[config.mk]
export PLATFORM = sky130hd
export DESIGN_NAME = instr_sequencer
export DESIGN_NICKNAME = d
export VERILOG_FILES = /design/src/rtl/instr_sequencer.sv
export SDC_FILE = /design/constraint.sdc
export NUM_CORES = 1
export LEC_CHECK = 0
export BUFFER_PORTS_ARGS = -buffer_cell sky130_fd_sc_hd__clkbuf_2
export CORE_MARGIN = 3
export CORE_UTILIZATION = 44
export CTS_CLUSTER_SIZE = 24
export DETAILED_ROUTE_END_ITERATION = 12
export PLACE_DENSITY = 0.63
export SLEW_MARGIN = 20
export SYNTH_ARGS = -nofsm -noshare
export SYNTH_HDL_FRONTEND = slang
export SYNTH_SLANG_ARGS = --single-unit
export TNS_END_PERCENT = 5
[constraint.sdc]
create_clock -name clk -period 2.7 [get_ports clk]
set_clock_uncertainty 0.2 [all_clocks]
set_input_delay 0.27 -clock clk [delete_from_list [all_inputs] [get_ports clk]]
set_output_delay 0.27 -clock clk [all_outputs]
set_load 0.02 [all_outputs]
[src/rtl/instr_sequencer.sv]
// ============================================================================
// instr_sequencer
// ----------------------------------------------------------------------------
// Purpose:
//   Generates the timestep T and the instruction-fetch handshake for the
//   10-bit processor controller. Each instruction is fetched from program
//   memory, then T steps 1,2,3 until the controller raises Clr. An encoding
//   that never raises Clr is aborted at T=3 and flagged as illegal (sticky).
//   Supports free-run (run level) and single-step (step rising edge) modes.
//
// Ports:
//   clk          in   system clock, rising edge
//   rst          in   asynchronous, active-high reset
//   run          in   free-run mode while high
//   step         in   debounced button level; rising edge runs one instruction
//   Clr          in   end-of-instruction from controller (ignored in FETCH)
//   instr_valid  in   program memory word on external bus is valid
//   mem_req      out  request instruction at address pc (high in FETCH)
//   pc           out  address of instruction being fetched/executed
//   T            out  timestep to controller
//   ir_en        out  qualifies controller IRin (FETCH and instr_valid)
//   busy         out  high in FETCH or EXEC
//   illegal      out  sticky: an instruction timed out without Clr
//   retired      out  wrapping count of completed or aborted instructions
// ============================================================================
module instr_sequencer #(
    parameter int unsigned ADDR_W = 5,
    parameter int unsigned CNT_W  = 8
) (
    input  logic              clk,
    input  logic              rst,
    input  logic              run,
    input  logic              step,
    input  logic              Clr,
    input  logic              instr_valid,
    output logic              mem_req,
    output logic [ADDR_W-1:0] pc,
    output logic [1:0]        T,
    output logic              ir_en,
    output logic              busy,
    output logic              illegal,
    output logic [CNT_W-1:0]  retired
);

    typedef enum logic [1:0] {
        S_IDLE  = 2'd0,
        S_FETCH = 2'd1,
        S_EXEC  = 2'd2
    } state_t;

    state_t              r_state;
    logic                r_step_q;
    logic [1:0]          r_t;
    logic [ADDR_W-1:0]   r_pc;
    logic                r_illegal;
    logic [CNT_W-1:0]    r_retired;
    logic                r_mem_req;
    logic                r_busy;

    logic                w_step_edge;
    logic                w_end_instr;
    logic                w_timeout;

    assign w_step_edge = step & ~r_step_q;
    // In EXEC the instruction ends either on Clr or by timing out at T=3.
    assign w_timeout   = (r_t == 2'd3) & ~Clr;
    assign w_end_instr = Clr | (r_t == 2'd3);

    always_ff @(posedge clk or posedge rst) begin
        if (rst) begin
            r_state   <= S_IDLE;
            r_step_q  <= 1'b0;
            r_t       <= 2'd0;
            r_pc      <= '0;
            r_illegal <= 1'b0;
            r_retired <= '0;
            r_mem_req <= 1'b0;
            r_busy    <= 1'b0;
        end else begin
            // Step edges seen while busy are simply dropped, never queued.
            r_step_q <= step;
            case (r_state)
                S_IDLE: begin
                    r_t <= 2'd0;
                    if (run || w_step_edge) begin
                        r_state   <= S_FETCH;
                        r_mem_req <= 1'b1;
                        r_busy    <= 1'b1;
                    end
                end
                S_FETCH: begin
                    if (instr_valid) begin
                        r_state   <= S_EXEC;
                        r_t       <= 2'd1;
                        r_mem_req <= 1'b0;
                    end
                end
                S_EXEC: begin
                    if (w_end_instr) begin
                        r_t       <= 2'd0;
                        r_pc      <= r_pc + ADDR_W'(1);
                        r_retired <= r_retired + CNT_W'(1);
                        if (w_timeout) begin
                            r_illegal <= 1'b1;
                        end
                        if (run) begin
                            r_state   <= S_FETCH;
                            r_mem_req <= 1'b1;
                        end else begin
                            r_state   <= S_IDLE;
                            r_busy    <= 1'b0;
                        end
                    end else begin
                        r_t <= r_t + 2'd1;
                    end
                end
                default: begin
                    r_state   <= S_IDLE;
                    r_t       <= 2'd0;
                    r_mem_req <= 1'b0;
                    r_busy    <= 1'b0;
                end
            endcase
        end
    end

    assign mem_req = r_mem_req;
    assign busy    = r_busy;
    assign pc      = r_pc;
    assign T       = r_t;
    assign illegal = r_illegal;
    assign retired = r_retired;
    // Only output that is not registered: IRin qualification follows the bus.
    assign ir_en   = (r_state == S_FETCH) & instr_valid;

endmodule
==> results.yml <==
sta:
  tightest_slew_ps: 804
  relSlewSlack_pct: 46.4
  hold_viol_final: 0
  fin_crit_sh_pct: 78.3
  setup_viol: 0
  max_freq_mhz: 473
  min_period_ps: 2110
  finalMaxSlewViolations: 0
  rsz0062_at_grt: "no"
  setup_tns_ps: 0
floorplanning:
  rows: 17
  dieArea_sq_um: 3050
  start_util_pct: 47.3
  dieWidth_um: 55.2
  pin_count: 25
  dieHeight_um: 55.2
  fp.coreArea_sq_um: 2250
drt:
  wl_mm: 2.05
  antenna_left: 0
  initialDrtViolationCount: 11
  drt_pass1_iterations: 4
  wl_per_cell_um: 13.7
  vias: 773
  post-route-drc-count: 0
  via_per_inst: 5.15
outcome:
  status: "finished clean"
synthesis:
  netlist-cell-type-count: 33
  synth_edf_count: 0
  ys_seq_area_share_pct: 49.3
  syn_nets: 107
  netlist_area_sq_um: 1070
  synth_cells: 94
  synth.avg_cell_area_sq_um: 11.3
  ys.warnings.count: 0
  yosys_register_bits: 21
  synth_flop_cell: "dfrtp_1"
  ys_async_sr_fraction_pct: 100
pwr:
  leakage_nw: 0.620
  powerDensity_nw_per_um2: 986
  finalPower_w: 0.00124
  peakVddDrop_mv: 0.512
clock_network:
  cts.sinks: 21
  htree_num_levels: 1
  cts.path.max_buffers: 2
  ctsRootBufferMaster: "clkbuf_4"
  path_clk_slew_ps: 120
  clock_latency_ps: 300
  cts_setup_buffers: 0
  cts_buffers: 3
  post_cts_resized: 0
  cts_hold_buf: 3
  tritoncts: "built"
cells_and_area:
  antennaDiodeCount: 0
  syn_to_final_growth_pct: 17.8
  finalNetCount: 136
  layout-drive-gt1-share_pct: 27.0
  final_util_pct: 55.7
  fill_cells: 216
global_route:
  overflow: 0
  first_global_vias: 754
  antenna_found_initial: 0
  grt_pass1_wl_mm: 3.41
  grt_max_degree: 22
  grtUsageTotal_pct: 14.0
setup_path:
  worst_path_dominant_cell_family: "simple AND/OR/NAND/NOR gates"
  critPathKind: "reg -> reg"
  worstPathRequired_ps: 2700
  start_kind: "flop"
  end_kind: "flop"
  crit_chain: "inv_1 > ha_1 > or3b_1 > o211ai_2 > mux2_2"
  slowest_delay_ps: 530
  crit_cells: 5
  cp_max_fo: 8
  critPathBufInv: 1
  cp_slowest_cell: "or3b_1"
  crit_arrival_ps: 2120
  ff2ff_path_depth: 5
placement:
  place_congestion: 0.839
  portBuffers: 24
  dp_hpwl_mm: 1.44
min_path:
  hold_path_depth: 3
  hold_path.class: "in -> reg"
run:
  drv_cap: 0
flip-flops by register name, summed over array words and instances (netlist names):
signal	flops
illegal	1
T	2
r_step_q	1
busy	1
r_state	2
retired	8
pc	5
mem_req	1
layer usage:
| metal | GRT usage [%] | wire length (um) | vias up |
|---|---|---|---|
| li1 | - | - | 379 |
| met1 | 19.0 | 995 | 374 |
| met2 | 22.1 | 943 | 16 |
| met3 | 3.27 | 81 | 4 |
| met4 | 4.17 | 32 | 0 |
| met5 | 0 | 0 | - |
layout by cell type, fill, tap and decap left out, types with 2 or more instances in the layout:
cell type,instances
nor2b_1,2
inv_1,6
nor3_1,2
dlygate4sd3_1,3
a21oi_1,2
ha_1,7
dfrtp_1,21
nand2_1,13
xnor2_1,10
clkbuf_2,24
nand4_1,6
clkbuf_4,3
nor2_1,2
synth_stat cells, drive strengths merged (2+ instances only):
cell type / instances / area share, %
nor3: 2 / 0.94
o211ai: 2 / 1.9
a21oi: 2 / 0.94
xnor2: 10 / 8.2
dfrtp: 21 / 49
inv: 6 / 2.1
buf: 2 / 1.8
nand4: 6 / 3.5
nor2b: 2 / 1.2
nand2: 13 / 4.6
o21ai: 2 / 0.94
mux2: 2 / 2.5
ha: 7 / 8.2
o31ai: 2 / 2.7
nor2: 2 / 0.70
report_power, final:
part / internal, W / switching, W / total [W] / leakage, nW
combinational: 0.000245 / 0.000323 / 0.000568 / 0.331
sequential: 0.000408 / 0.000112 / 0.000520 / 0.272
clock: 0.0000551 / 0.0000959 / 0.000151 / 0.0177
total: 0.000707 / 0.000531 / 0.00124 / 0.620
metrics by stage:
step	setup slack, ps	cell area (sq um)	std cells	hold WS (ps)
floorplan	715	1070	94	46.5
global placement	647	1200	143	191
detailed placement	634	1200	143	195
CTS	581	1260	150	72.0
global route	509	1260	150	104
finish	586	1260	150	76.4
worst min-delay path, stage by stage:
cell and delay, ps:
clkbuf_2 110, nor2_1 90, a221oi_1 70
path summary, 6_finish.rpt:
check | from | endpoint | slack, ps
min reg2reg | retired[7]$_DFFE_PP0P_ | retired[7]$_DFFE_PP0P_ | 280
min | run | mem_req$_DFFE_PP0P_ | 80
max reg2reg | r_state[0]$_DFFE_PP0P_ | busy$_DFFE_PP0P_ | 590
min in group asynchronous | rst | illegal$_DFFE_PP0P_ | 430
max in group asynchronous | rst | T[0]$_DFFE_PP0P_ | 1360
max | r_state[0]$_DFFE_PP0P_ | busy$_DFFE_PP0P_ | 590
layout make-up:
type | count | area, sq um | share of cell area (%)
Timing Repair Buffer | 27 | 150 | 12.0
Tap cell | 28 | 35.0 | 2.79
Inverter | 6 | 22.5 | 1.79
Clock buffer | 3 | 22.5 | 1.79
Multi-Input combinational cell | 64 | 495 | 39.4
Clock inverter | 1 | 5.00 | 0.398
Sequential cell | 21 | 526 | 41.8
cell families after synthesis:
kind of cell,count (synthesis),share of synthesized area [%]
AO/OA/AOI/OAI,14,12.8
XOR/XNOR,11,9.04
adder cells (fa/ha/maj),7,8.22
buffers and inverters,9,4.23
flip-flops,21,49.3
multiplexers,2,2.46
AND/OR/NAND/NOR,30,14.0
Power figures use the tool's default switching activity.
